### config.mk
export PLATFORM = sky130hd
export DESIGN_NAME = seq_chunk_comparator_flat
export DESIGN_NICKNAME = d
export VERILOG_FILES = /design/src/rtl/seq_chunk_comparator_if.sv /design/src/rtl/seq_chunk_comparator.sv /design/src/flat_wrapper.sv
export SDC_FILE = /design/constraint.sdc
export NUM_CORES = 1
export LEC_CHECK = 0
export CORE_UTILIZATION = 35
export DETAILED_ROUTE_END_ITERATION = 12
export GPL_ROUTABILITY_DRIVEN = 1
export PLACE_DENSITY = 0.6
export SKIP_CTS_REPAIR_TIMING = 1
export SYNTH_ARGS = -nofsm -noshare
export SYNTH_HDL_FRONTEND = slang
export SYNTH_SLANG_ARGS = --single-unit
export TNS_END_PERCENT = 10
### constraint.sdc
create_clock -name clk -period 2.68 [get_ports clk]
set_clock_uncertainty 0.05 [all_clocks]
set_input_delay 0.402 -clock clk [delete_from_list [all_inputs] [get_ports clk]]
set_output_delay 0.402 -clock clk [all_outputs]
set_load 0.02 [all_outputs]
### src/rtl/seq_chunk_comparator_if.sv
// Start/done handshake and operand/result bundle for the chunked comparator.
interface seq_chunk_comparator_if #(
    parameter int WIDTH = 16
);
    logic             start;
    logic             signed_mode;
    logic [WIDTH-1:0] a;
    logic [WIDTH-1:0] b;
    logic             busy;
    logic             done;
    logic             eq;
    logic             gt;
    logic             lt;

    // Upstream controller: issues requests, consumes results.
    modport master (
        output start, signed_mode, a, b,
        input  busy, done, eq, gt, lt
    );

    // Comparator: accepts requests, produces results.
    modport slave (
        input  start, signed_mode, a, b,
        output busy, done, eq, gt, lt
    );
endinterface

### src/rtl/seq_chunk_comparator.sv
// Sequential WIDTH-bit equality/magnitude comparator. Walks the operands
// CHUNK bits per clock from the most-significant chunk down and stops at the
// first chunk that differs. Two's-complement ordering is obtained by flipping
// the sign bit of the top chunk, which turns the signed order into unsigned.
module seq_chunk_comparator #(
    parameter int WIDTH = 16,
    parameter int CHUNK = 4
) (
    input logic                  clk,
    input logic                  rst,
    seq_chunk_comparator_if.slave bus
);
    localparam int NCHUNK = WIDTH / CHUNK;
    localparam int KW     = (NCHUNK > 1) ? $clog2(NCHUNK) : 1;
    localparam logic [KW-1:0] K_LAST = KW'(NCHUNK - 1);

    localparam logic [0:0] IDLE    = 1'b0;
    localparam logic [0:0] COMPARE = 1'b1;

    logic [0:0]       state;
    logic [WIDTH-1:0] a_q;
    logic [WIDTH-1:0] b_q;
    logic             smode_q;
    logic [KW-1:0]    k;
    logic             busy_r;
    logic             done_r;
    logic             eq_r;
    logic             gt_r;
    logic             lt_r;
    logic [CHUNK-1:0] ca;
    logic [CHUNK-1:0] cb;
    logic             flip;

    // Chunk idx of v counted from the MSB end; optionally invert its top bit.
    function automatic logic [CHUNK-1:0] chunk_sel(
        input logic [WIDTH-1:0] v,
        input logic [KW-1:0]    idx,
        input logic             inv
    );
        logic [WIDTH-1:0] sh;
        logic [CHUNK-1:0] c;
        sh = v << (int'(idx) * CHUNK);
        c  = sh[WIDTH-1 -: CHUNK];
        if (inv) c[CHUNK-1] = ~c[CHUNK-1];
        return c;
    endfunction

    // Current chunk pair, sign-corrected only on the MSB chunk in signed mode.
    always_comb begin
        flip = smode_q && (k == '0);
        ca   = chunk_sel(a_q, k, flip);
        cb   = chunk_sel(b_q, k, flip);
    end

    // Control FSM, operand latch and registered results.
    always_ff @(posedge clk or posedge rst) begin
        if (rst) begin
            state   <= IDLE;
            a_q     <= '0;
            b_q     <= '0;
            smode_q <= 1'b0;
            k       <= '0;
            busy_r  <= 1'b0;
            done_r  <= 1'b0;
            eq_r    <= 1'b0;
            gt_r    <= 1'b0;
            lt_r    <= 1'b0;
        end else begin
            done_r <= 1'b0;
            case (state)
                IDLE: begin
                    if (bus.start) begin
                        a_q     <= bus.a;
                        b_q     <= bus.b;
                        smode_q <= bus.signed_mode;
                        k       <= '0;
                        busy_r  <= 1'b1;
                        state   <= COMPARE;
                    end
                end
                COMPARE: begin
                    if (ca != cb) begin
                        eq_r   <= 1'b0;
                        gt_r   <= (ca > cb);
                        lt_r   <= (ca < cb);
                        done_r <= 1'b1;
                        busy_r <= 1'b0;
                        state  <= IDLE;
                    end else if (k == K_LAST) begin
                        eq_r   <= 1'b1;
                        gt_r   <= 1'b0;
                        lt_r   <= 1'b0;
                        done_r <= 1'b1;
                        busy_r <= 1'b0;
                        state  <= IDLE;
                    end else begin
                        k <= k + 1'b1;
                    end
                end
                default: begin
                    state  <= IDLE;
                    busy_r <= 1'b0;
                end
            endcase
        end
    end

    assign bus.busy = busy_r;
    assign bus.done = done_r;
    assign bus.eq   = eq_r;
    assign bus.gt   = gt_r;
    assign bus.lt   = lt_r;
endmodule

### src/flat_wrapper.sv
// flat-port wrapper written by rule: the top's interface ports become plain ports
module seq_chunk_comparator_flat 
#(
    parameter int WIDTH = 16,
    parameter int CHUNK = 4
)
  (clk, rst, bus_start, bus_signed_mode, bus_a, bus_b, bus_busy, bus_done, bus_eq, bus_gt, bus_lt);
  seq_chunk_comparator_if #(.WIDTH(WIDTH)) bus_i ();
  input logic clk;
  input logic rst;
  input wire logic [$bits(bus_i.start)-1:0] bus_start;
  input wire logic [$bits(bus_i.signed_mode)-1:0] bus_signed_mode;
  input wire logic [$bits(bus_i.a)-1:0] bus_a;
  input wire logic [$bits(bus_i.b)-1:0] bus_b;
  output wire logic [$bits(bus_i.busy)-1:0] bus_busy;
  output wire logic [$bits(bus_i.done)-1:0] bus_done;
  output wire logic [$bits(bus_i.eq)-1:0] bus_eq;
  output wire logic [$bits(bus_i.gt)-1:0] bus_gt;
  output wire logic [$bits(bus_i.lt)-1:0] bus_lt;
  assign bus_i.start = bus_start;
  assign bus_i.signed_mode = bus_signed_mode;
  assign bus_i.a = bus_a;
  assign bus_i.b = bus_b;
  assign bus_busy = bus_i.busy;
  assign bus_done = bus_i.done;
  assign bus_eq = bus_i.eq;
  assign bus_gt = bus_i.gt;
  assign bus_lt = bus_i.lt;
  seq_chunk_comparator #(.WIDTH(WIDTH), .CHUNK(CHUNK)) u_core (.clk(clk), .rst(rst), .bus(bus_i));
endmodule
==> summary.txt <==
STA
  – F_max: 427 MHz
  – Endpoints failing hold: 0
  – Post-layout min period: 2340 ps
  – Slew headroom: 66.8%
  – Final WS setup: 336 ps
  – Post-route clock period utilization: 87.5%
  – Setup repair after global routing missed its margin: no
  – Least-Margin Pin Slew: 498 ps
  – Setup TNS: 0 ps
  – Final setup fails: 0
  – Final Max Slew Viols: 0

Synthesis
  – Asr flop ratio synth: 100%
  – Post-synth top cells: nand2_1, dfrtp_1, buf_2, inv_1, mux4_1
  – Post-synthesis cell type count: 23
  – Mapped Avg Cell Area: 9.85 sq um
  – Post-synth EDFFs: 0
  – Area fraction of the dominant cell type after synthesis: 53.1%
  – Largest cells by area after synthesis: dfrtp_1, nand2_1, mux4_1, ha_1, buf_2
  – Register bit count reported by yosys: 41
  – Syn Inst Count: 196
  – Syn nets: 238
  – Most numerous cell in the Yosys netlist: nand2_1
  – Yosys warnings: 0
  – Synthesized area: 0.00193 sq mm
  – Main synth FF type: dfrtp_1
  – Post-synthesis sequential area ratio: 53.1%
  – Dominant cell type by area after synthesis: dfrtp_1

Floorplan
  – Die width: 76.3 microns
  – Initial Utilization: 37.1%
  – DIE AREA: 0.00582 sq mm
  – Site Rows: 26
  – Die Ht: 76.3 microns
  – Number of I/O pins: 41
  – Core area: 0.00520 sq mm

CTS
  – Num CTS Buffers: 5
  – Clock latency on the worst-skew pair: 290 ps
  – CTS HTree Levels: 2
  – CTS tree: done
  – Clock Sinks: 41
  – Clock transition at path regs: 70 ps
  – CTS Buffer Depth: 2
  – Root buffer cell: clkbuf_8

Global route
  – GR Layer Usage met2: 19.5%
  – Initial antenna violation count: 0
  – Grt ovf: 0
  – First-pass GRT wire length: 5950 microns
  – Largest net degree at the start of global routing: 42
  – GRT Total Usage: 13.4%
  – Grt met3 use: 5.27%
  – Vias in the first global route: 1317
  – Grt met1 use: 17.6%
  – Most used routing layer: met2

Drt
  – Vias: 1390
  – Antenna Nets Post-Route: 0
  – Starting DRC count in detailed routing: 42
  – Wire length per cell: 11.2 microns
  – DR pass1 iterations: 4
  – Via/cell ratio: 4.47
  – DRC: 0
  – Total Wirelength: 3490 microns

Flow run
  – Max Cap Viol: 0

Power and ir drop
  – Leak pwr: 0.00125 uW
  – Flop pwr share: 41.8%
  – Power share of the clock group: 17.4%
  – Final Power: 2520 uW
  – Switch Pwr: 871 uW
  – Pint: 1650 uW
  – Switch share: 34.6%
  – PD cells: 1000 mW/mm^2
  – Combinational share of power: 40.8%
  – VDD IR-drop max: 0.000467 V

Placement
  – Placed cell area: 0.00241 sq mm
  – RD Place Congestion: 0.764
  – Worst Setup Slack post-DPL: 322 ps
  – Port Buffers: 40
  – Detail Placement HPWL: 2600 microns

Worst setup path
  – CP Launch Type: flop
  – R2R Setup Slk: 340 ps
  – FF-to-FF path depth: 7
  – Worst Path Required: 2820 ps
  – Reg2reg end: u_core.k[1]
  – Crit path capture type: flop
  – CP startpoint: u_core.k[0]
  – Launching point of the worst reg2reg path: u_core.k[0]
  – Crit Path Category: reg2reg
  – Crit-path max FO: 9
  – Crit path arrival time: 2480 ps

Cells and area
  – Share of post-route cells with drive strength above 1: 7.88%
  – Multi-input combinational cell area: 815 sq um
  – Net count, final: 282
  – Post-route cell area: 0.00251 sq mm
  – Area grow syn2layout: 30.1%
  – ANT cells: 0
  – Fill cells: 532
  – Register area: 0.00103 sq mm

Hold path
  – Min-Delay Path Depth: 2
  – Hold path start: u_core.a_q[9]
  – Hold Crit Class: reg2reg
  – Hold endpoint: u_core.a_q[9]

Status
  – Status: finished, final reports clean
## worst max path at each step
stage | to | depth (start not counted)
after floorplan | u_core.k[1] | 7
after global placement | u_core.bus.eq | 8
after detailed placement | u_core.k[1] | 7
after CTS | u_core.k[1] | 7
after global routing | u_core.bus.eq | 8
final | u_core.k[1] | 7
## cells in the final DEF, fill, tap and decap left out, types with 2 or more instances in the layout
cell / count
o21a_1: 2
mux4_1: 7
a21oi_1: 2
nand2b_1: 2
inv_1: 8
nand2_1: 105
clkbuf_8: 7
buf_4: 7
ha_1: 6
dfrtp_1: 41
clkdlybuf4s50_1: 40
## power groups by stage
stage	logic (uW)	registers, uW	clock network, uW
6_report	1030	1050	439
2_1_floorplan	742	1050	0
3_5_place_dp	1040	1070	0
5_1_grt	1170	1090	482
3_3_place_gp	1030	1070	0
4_1_cts	1040	1060	454
## layer usage
layer,wire (microns),vias up
met3,173,6
met1,1700,639
met2,1550,28
met5,0,-
li1,-,717
met4,67,0
## logic make-up (layout without fill, tap and decap cells)
group / after synthesis / after routing / synth area share (%)
flip-flops: 41 / 41 / 53.1
AND/OR/NAND/NOR: 112 / 112 / 22.8
XOR/XNOR: 2 / 2 / 0.907
multiplexers: 10 / 10 / 11.8
buffers and inverters: 18 / 63 / 4.80
AO/OA/AOI/OAI: 7 / 7 / 2.66
adder cells (fa/ha/maj): 6 / 6 / 3.89
## metrics by stage
step / util [%] / hold WS, ps / std cells
floorplan: - / 387 / 196
global placement: 46.3 / 410 / 303
detailed placement: 46.3 / 409 / 303
CTS: 48.3 / 427 / 311
global route: 48.3 / 446 / 311
finish: 48.3 / 420 / 311
## area by class of cell
type / count / area share, %
Clock buffer: 7 / 3.83
Multi-Input combinational cell: 137 / 32.4
Clock inverter: 1 / 0.199
Sequential cell: 41 / 40.8
Timing Repair Buffer: 47 / 18.0
Tap cell: 70 / 3.49
Inverter: 8 / 1.20
## flip-flops by register name, indices dropped and copies added (netlist names)
register         count
u_core.k             2
u_core.a_q          16
u_core.bus.done      1
u_core.bus.lt        1
u_core.state         1
u_core.bus.busy      1
u_core.bus.gt        1
u_core.bus.eq        1
u_core.smode_q       1
u_core.b_q          16
## worst max-delay path: stages, from the launching register on
cell and delay [ps]:
dfrtp_1 410, buf_4 200, mux4_1 570, ha_1 330
nand3_1 90, nor3b_2 170, nand2_1 130, mux2_2 290
No activity file was read; power rests on OpenSTA's default activity.
